<file path="src/rtl/lsu_dmem_ctrl.sv">
// lsu_dmem_ctrl
//   RV32I load/store unit sitting between the execute stage and the
//   word-organised data memory. Byte-addressed LB/LH/LW/LBU/LHU/SB/SH/SW
//   requests arrive over a valid/ready handshake. Each request is checked
//   for alignment and a legal funct3, then sequenced onto the memory port.
//   Sub-word stores are done as read-modify-write. Load data is returned
//   already lane-shifted and sign- or zero-extended.
//
// Ports
//   clk, rst_n          rising-edge clock, asynchronous active-low reset
//   req_valid/ready     request handshake (ready only while idle)
//   req_we              1 = store, 0 = load
//   req_funct3          RV32I width/sign encoding
//   req_addr            byte address (ADDR_W+2 bits)
//   req_wdata           store data (low byte/half used for SB/SH)
//   rsp_valid           one-cycle completion pulse
//   rsp_rdata, rsp_err  load result / error flag, held until next response
//   mem_state           0 = write cycle, 1 = read (default)
//   mem_addr, mem_wdata memory word address and write data
//   mem_rdata           memory read data, combinational from mem_addr
module lsu_dmem_ctrl #(
    parameter int ADDR_W = 5
) (
    input  logic              clk,
    input  logic              rst_n,
    input  logic              req_valid,
    output logic              req_ready,
    input  logic              req_we,
    input  logic [2:0]        req_funct3,
    input  logic [ADDR_W+1:0] req_addr,
    input  logic [31:0]       req_wdata,
    output logic              rsp_valid,
    output logic [31:0]       rsp_rdata,
    output logic              rsp_err,
    output logic              mem_state,
    output logic [ADDR_W-1:0] mem_addr,
    output logic [31:0]       mem_wdata,
    input  logic [31:0]       mem_rdata
);

    typedef enum logic [1:0] {IDLE, RD, WR, RSP} state_t;

    state_t              state;
    state_t              state_next;
    logic                we_q;
    logic [2:0]          funct3_q;
    logic [ADDR_W+1:0]   addr_q;
    logic [31:0]         wdata_q;
    logic [31:0]         word_q;
    logic [ADDR_W-1:0]   word_idx;
    logic [1:0]          lane;
    logic                accept;
    logic                req_err;
    logic [31:0]         load_data;
    logic [31:0]         merge_data;

    assign accept   = req_valid && (state == IDLE);
    assign word_idx = addr_q[ADDR_W+1:2];
    assign lane     = addr_q[1:0];

    // Classify the incoming request: reserved funct3 codes, unsigned stores,
    // and halfword/word accesses that straddle their natural alignment are
    // all rejected without touching memory.
    always_comb begin
        req_err = 1'b0;
        case (req_funct3)
            3'b011, 3'b110, 3'b111: req_err = 1'b1;
            default: ;
        endcase
        if (req_we && req_funct3[2]) begin
            req_err = 1'b1;
        end
        if ((req_funct3[1:0] == 2'b01) && req_addr[0]) begin
            req_err = 1'b1;
        end
        if ((req_funct3[1:0] == 2'b10) && (req_addr[1:0] != 2'b00)) begin
            req_err = 1'b1;
        end
    end

    // State register.
    always_ff @(posedge clk or negedge rst_n) begin
        if (!rst_n) begin
            state <= IDLE;
        end else begin
            state <= state_next;
        end
    end

    // Sequencing: loads and sub-word stores need a read first; full-word
    // stores go straight to the write cycle; errors skip memory entirely.
    always_comb begin
        state_next = state;
        case (state)
            IDLE: begin
                if (accept) begin
                    if (req_err) begin
                        state_next = RSP;
                    end else if (req_we && (req_funct3[1:0] == 2'b10)) begin
                        state_next = WR;
                    end else begin
                        state_next = RD;
                    end
                end
            end
            RD:      state_next = we_q ? WR : RSP;
            WR:      state_next = RSP;
            RSP:     state_next = IDLE;
            default: state_next = IDLE;
        endcase
    end

    // Extract the addressed byte/half from the word being read this cycle
    // and extend it according to the signedness bit of funct3.
    always_comb begin
        logic [7:0]  byte_sel;
        logic [15:0] half_sel;
        byte_sel = mem_rdata[{lane, 3'b000} +: 8];
        half_sel = mem_rdata[{lane[1], 4'b0000} +: 16];
        load_data = mem_rdata;
        case (funct3_q[1:0])
            2'b00:   load_data = {{24{byte_sel[7] & ~funct3_q[2]}}, byte_sel};
            2'b01:   load_data = {{16{half_sel[15] & ~funct3_q[2]}}, half_sel};
            default: load_data = mem_rdata;
        endcase
    end

    // Store data: full word for SW, otherwise the captured word with only
    // the addressed lane replaced so neighbouring bytes are preserved.
    always_comb begin
        merge_data = word_q;
        case (funct3_q[1:0])
            2'b00:   merge_data[{lane, 3'b000} +: 8]     = wdata_q[7:0];
            2'b01:   merge_data[{lane[1], 4'b0000} +: 16] = wdata_q[15:0];
            default: merge_data = wdata_q;
        endcase
    end

    // Request capture, read-word capture and response registers. The
    // response registers are only written on the cycle that leads into RSP,
    // so they hold their value between responses.
    always_ff @(posedge clk or negedge rst_n) begin
        if (!rst_n) begin
            we_q      <= 1'b0;
            funct3_q  <= 3'b000;
            addr_q    <= '0;
            wdata_q   <= 32'h0;
            word_q    <= 32'h0;
            rsp_rdata <= 32'h0;
            rsp_err   <= 1'b0;
        end else begin
            case (state)
                IDLE: begin
                    if (accept) begin
                        we_q     <= req_we;
                        funct3_q <= req_funct3;
                        addr_q   <= req_addr;
                        wdata_q  <= req_wdata;
                        if (req_err) begin
                            rsp_rdata <= 32'h0;
                            rsp_err   <= 1'b1;
                        end
                    end
                end
                RD: begin
                    word_q <= mem_rdata;
                    if (!we_q) begin
                        rsp_rdata <= load_data;
                        rsp_err   <= 1'b0;
                    end
                end
                WR: begin
                    rsp_rdata <= 32'h0;
                    rsp_err   <= 1'b0;
                end
                default: ;
            endcase
        end
    end

    // Memory port and handshake outputs decode straight from the state so a
    // reset forces them to their idle values immediately.
    always_comb begin
        req_ready = (state == IDLE);
        rsp_valid = (state == RSP);
        mem_state = (state != WR);
        mem_addr  = ((state == RD) || (state == WR)) ? word_idx : '0;
        mem_wdata = (state == WR) ? merge_data : 32'h0;
    end

endmodule

</file>
<file path="config.mk">
export PLATFORM = sky130hd
export DESIGN_NAME = lsu_dmem_ctrl
export DESIGN_NICKNAME = d
export VERILOG_FILES = /design/src/rtl/lsu_dmem_ctrl.sv
export SDC_FILE = /design/constraint.sdc
export NUM_CORES = 1
export LEC_CHECK = 0
export CORE_ASPECT_RATIO = 1.75
export CORE_MARGIN = 8
export CORE_UTILIZATION = 45
export CTS_BUF_LIST = sky130_fd_sc_hd__clkbuf_4 sky130_fd_sc_hd__clkbuf_8
export DETAILED_ROUTE_END_ITERATION = 8
export PLACE_DENSITY = 0.73
export REMOVE_ABC_BUFFERS = 1
export SETUP_SLACK_MARGIN = 0.2
export SLEW_MARGIN = 20
export SYNTH_ARGS = -nofsm -noshare
export SYNTH_HDL_FRONTEND = slang
export SYNTH_SLANG_ARGS = --single-unit
</file>
<file path="constraint.sdc">
create_clock -name clk -period 4.1 [get_ports clk]
set_input_delay 0.82 -clock clk [delete_from_list [all_inputs] [get_ports clk]]
set_output_delay 0.82 -clock clk [all_outputs]
set_load 0.005 [all_outputs]
</file>
# Yosys cells after proc, flatten, opt, wreduce, memory -nomap -nowiden
# Cells that the tools add are included.
dict set report totals {
  reg_bits 110
  inputBits 78
  output_inout_bits 73
  wordCells 68
}
dict set report op_classes {
  n_addsub 2
  n_eq_ne 13
  shifts 6
  n_mux 23
  n_bitwise 3
  reduce_logical 13
}
# operator n
set ops {}
lappend ops {{32-bit two-way mux} 4}
lappend ops {{32-bit case mux with 2 select lines} 2}
lappend ops {{32-bit case mux with 3 select lines} 1}
lappend ops {{32-bit bitwise mux} 2}
lappend ops {{16-bit by 7-bit variable shift with 32-bit output, first input constant} 1}
lappend ops {{8-bit by 7-bit variable shift with 32-bit output, first input constant} 1}
lappend ops {{16-bit by 7-bit indexed part select with 32-bit output} 1}
lappend ops {{32-bit by 6-bit indexed part select with 16-bit output} 1}
lappend ops {{32-bit by 6-bit indexed part select with 8-bit output} 1}
lappend ops {{8-bit by 7-bit indexed part select with 32-bit output} 1}
lappend ops {{5-bit negator with 7-bit output} 2}
lappend ops {{1-bit two-way mux} 8}
lappend ops {{2-bit case mux with 4 select lines} 1}
lappend ops {{2-bit by 1-bit == test with 1-bit output, second input constant} 3}
lappend ops {{2-bit == test, second input constant} 3}
lappend ops {{3-bit == test, second input constant} 2}
lappend ops {{2-bit two-way mux} 3}
lappend ops {{1-bit logical AND} 5}
lappend ops {{5-bit two-way mux} 1}
lappend ops {{2-bit zero test} 2}
lappend ops {{2-bit by 1-bit inequality test with 1-bit output, second input constant} 2}
lappend ops {{2-bit inequality test, second input constant} 2}
lappend ops {{4-bit AND reduction} 1}
lappend ops {{3-bit by 2-bit == test with 1-bit output, second input constant} 1}
lappend ops {{8 further kinds} 9}

# Longest topological paths before layout
# Gate-level depths: netlist (run 1).
dict set report depth {
  depth_word 9
  mapped_depth 10
  depth_no_buf 6
}

# Worst setup path before layout (run 1)
# No wires, ideal clock.
dict set report synth_path {
  path_type {flip-flop to output port}
  from {register addr_q[1]}
  to {output mem_wdata[7]}
  arrival_time_ps 2248
  t_required_ps 3280
  path_slack_ps 1032
  path_stages_with_launch 8
  n_path_buf 2
  cell_sequence {dfrtp_1 -> buf_6 -> buf_2 -> clkinv_1 -> ha_1 -> o31ai_1 -> o2bb2ai_1 -> and3_1}
}
dict set report synth_via {
  elab_chain_cells 5
  elab_cells_between_ends 10
  classes_between {add/sub (2); shift (4); mux (4)}
}
# item line
set synth_rtl {}
lappend synth_rtl {{start: declaration} 47} ;# logic [ADDR_W+1:0] addr_q;
lappend synth_rtl {{start signal: assignment} 157} ;# addr_q <= req_addr;
lappend synth_rtl {{5-bit negator with 7-bit output, on equally long branches} {134, 133}}
lappend synth_rtl {{16-bit by 7-bit indexed part select with 32-bit output, or another cell as far along} 134} ;# 2'b01: merge_data[{lane[1], 4'b0000} +: 16] = wdata_q[15:0];
lappend synth_rtl {{32-bit bitwise mux, on equally long branches} {134, 133}}
lappend synth_rtl {{32-bit case mux with 2 select lines (*)} 132} ;# case (funct3_q[1:0])
lappend synth_rtl {{32-bit two-way mux (*)} 188} ;# mem_wdata = (state == WR) ? merge_data : 32'h0;
lappend synth_rtl {{end: declaration} 37} ;# output logic [31:0] mem_wdata,
# Mark *: on every way between the ends. The rest lies on a longest branch, timed or not.

# Worst setup path after layout (run 1)
dict set report layout_path {
  from {register addr_q[1]}
  to {output mem_wdata[23]}
}
# The elaborated chain is that of the path after synthesis.

==> flow_summary.json, run 1 <==
{
  "status": "completed",
  "worst_path_max_delay_cell": "clkdlybuf4s50_1",
  "synth_xor_area_frac": 0,
  "first_iter_violations": 384,
  "grt_use_met1": 0.2517,
  "initial_core_util": 0.4577,
  "clk_latency_ns": 0.39,
  "ys.flop_type": "dfrtp_1",
  "synth_top_area_share": 0.4369,
  "synth_most_common_cell": "dfrtp_1",
  "synth_area_mm2": 0.006300,
  "fin_area_mm2": 0.008160,
  "path_clk_slew_ns": 0.10,
  "setup_violations": 0,
  "crit_type": "reg -> out",
  "max_stage_delay_ns": 0.57,
  "antenna_found_initial": 2,
  "core_mm2": 0.01376,
  "crit_path_cell_trace": "buf_4 -> ha_1 -> clkinv_1 -> nor4_2 -> buf_4 -> a221oi_1 -> nor3_1 -> clkdlybuf4s50_1",
  "maxSlewHeadroom": 0.2990,
  "io_buffers": 150,
  "p_leak_nw": 3.303,
  "dieArea_mm2": 0.01819,
  "critical_path_required_ns": 3.28,
  "r2r_setup_slack_ns": 1.58,
  "synth-simple-area-share": 0.1063,
  "use_met2": 0.3819,
  "dpl_cell_area_mm2": 0.007931,
  "busiest_layer": "met2",
  "grt_max_degree": 68,
  "fp.dieH_um": 172.5,
  "yosys_warnings": 0,
  "worst_slew_pin_slew_ns": 1.048,
  "grt_pass1_wl_mm": 32.14,
  "power.density_mw_per_mm2": 808.0,
  "synth_commonest_cells": "110 x dfrtp_1, 80 x mux2_2, 32 x nand2_1, 32 x o21ai_0, 27 x clkbuf_1",
  "cp-end-kind": "output port",
  "yosysTopAreaCell": "dfrtp_1",
  "crit_path_start_kind": "flop",
  "hold_violations": 0,
  "critical_path.max_fanout": 21,
  "clock-sinks": 110,
  "globalRouteTotalUtil": 0.2232,
  "ys_types": 50,
  "cp_data_arrival_time_ns": 2.99,
  "period_needed_ns": 3.809,
  "drive_gt1_frac": 0.1936,
  "synth_cells": 582,
  "wire_per_inst_um": 22.97,
  "first_global_vias": 5815,
  "cts_hold_buf": 0,
  "async_flop_share": 1.000,
  "grt.overflow.total": 0,
  "final_nets": 800,
  "postCtsSetupBuffers": 0,
  "viasPerCell": 6.157,
  "fillerInstances": 1161,
  "timing.fmax_mhz": 262.5,
  "worstRegToRegCells": 6,
  "rsz0062_at_grt": "yes",
  "ys_top_cells_by_area": "dfrtp_1 44%, mux2_2 14%, a32o_1 3.7%, mux2i_1 3.5%, mux2_4 2.9%",
  "row_count": 57,
  "cts_tree": "yes",
  "finalCritPeriodShare": 0.9291,
  "hold_path_depth": 1,
  "min_path_type": "reg -> reg",
  "synth-compound-area-share": 0.1891,
  "crit_family": "buffers and inverters",
  "met3_usage": 0.04192,
  "clockRootBuffer": "clkbuf_8",
  "multi_input_area_mm2": 0.003292,
  "muxShareOfSynthArea": 0.2066,
  "syn_to_final_growth_pct": 29.53,
  "hpwl_mm": 15.25,
  "skew_ns": 0.006885,
  "synth_top_family_by_area": "multiplexers",
  "vias": 5523,
  "timing.hold.ws_ns": 0.5109,
  "dieWidth_um": 105.4,
  "ff_latch_area_mm2": 0.002755,
  "num_io_pins": 151,
  "crit_path_frequent_cell": "buf_4",
  "ys_seq_elements": 110,
  "clk_path_buf_depth": 2,
  "vdd_drop_max_uv": 407.6,
  "routed_wl_mm": 20.60,
  "cp.depth": 8,
  "syn_avg_cell_area_um2": 10.82,
  "ant_nets": 0,
  "synth_edf_count": 0,
  "dr.pass1.iters": 6,
  "maxCapViolCount": 0,
  "setup_tns_ns": 0,
  "synthAdderAreaFrac": 0.01787,
  "numCtsBuffers": 9,
  "drv_slew": 0,
  "ctsHtreeMaxLevel": 3,
  "drc": 0,
  "place_congestion": 0.9390,
  "crit_buf_inv": 4,
  "ys_seq_area_frac": 0.4369
}
flip-flops by register name, indices dropped and copies added, names as in the netlist:
register and cells:
rsp_err 1, funct3_q 3, wdata_q 32, addr_q 7
we_q 1, word_q 32, rsp_rdata 32, state 2
cell type report:
type                       instances  area share
clock buffer                      10     0.01687
clock inverter                     6    0.008433
antenna                            2   0.0006133
tap                              177     0.02714
sequential                       110      0.3376
inverter                          12    0.005980
timing repair buffer             166      0.1999
multi-input combinational        414      0.4034
final timing paths:
path | end | from
hold reg to reg | rsp_rdata[30] | rsp_rdata[30]
setup / recovery | mem_wdata[23] | addr_q[1]
min in group asynchronous | rsp_rdata[8] | rst_n
max in group asynchronous | wdata_q[7] | rst_n
hold / removal | rsp_rdata[30] | rsp_rdata[30]
setup reg to reg | rsp_rdata[0] | state[0]
logic make-up (layout without fill, tap and decap cells):
kind of cell | after synthesis | count (layout)
AO/OA/AOI/OAI | 164 | 164
adder cells (fa/ha/maj) | 9 | 9
buffers and inverters | 58 | 194
flip-flops | 110 | 110
multiplexers | 114 | 114
other | 0 | 2
AND/OR/NAND/NOR | 127 | 127
routing by layer:
layer | wire [um] | up-vias
met3 | 1223 | 55
met4 | 949 | 0
met1 | 7739 | 2757
li1 | - | 2464
met5 | 0 | -
met2 | 10690 | 247
what timing repair did:
action                                  4_1_cts  5_1_grt
gates resized for setup                       0        3
hold endpoints to repair                      0        0
endpoints found under the setup margin        0       22
per-stage QoR:
step | std cells | worst slack [ns] | total power [W] | util
after floorplan | 536 | -0.05285 | 0.004312 | -
after global placement | 878 | 0.7665 | 0.005715 | 0.5757
after detailed placement | 879 | 0.6721 | 0.005854 | 0.5762
after CTS | 895 | 0.2522 | 0.006559 | 0.5912
after global routing | 897 | 0.1850 | 0.007004 | 0.5929
final | 897 | 0.2905 | 0.006593 | 0.5929
power breakdown:
group / switching [W] / internal [W] / leakage [nW]
clock network: 0.000390 / 0.000303 / 0.103
logic: 0.00181 / 0.00198 / 1.85
registers: 0.000547 / 0.00157 / 1.35
total: 0.00274 / 0.00385 / 3.30
placed cells by master, fill, tap and decap left out, types with 5 or more instances in the layout:
cell,instances
o22ai_1,24
clkinv_1,5
and3_1,8
o2bb2ai_1,8
nand2_1,31
and2_1,5
clkdlybuf4s50_1,149
a22o_1,7
a221oi_1,14
a221o_1,9
a22oi_1,7
nor2_1,23
buf_4,16
nor3_1,25
mux2_2,80
nand2b_1,10
mux2i_1,22
ha_1,7
a21oi_1,26
a32o_1,23
dfrtp_1,108
o21ai_0,32
mux2_4,12
inv_1,6
nor2b_1,12
clkbuf_8,10
Power figures use the tool's default switching activity.
==> inputs of run 2 (changes only) <==
CTS_CLUSTER_SIZE = 40   (was not set)
==> results of run 2 <==
No change in the layout: final DEF, timing and power equal those of run 1.
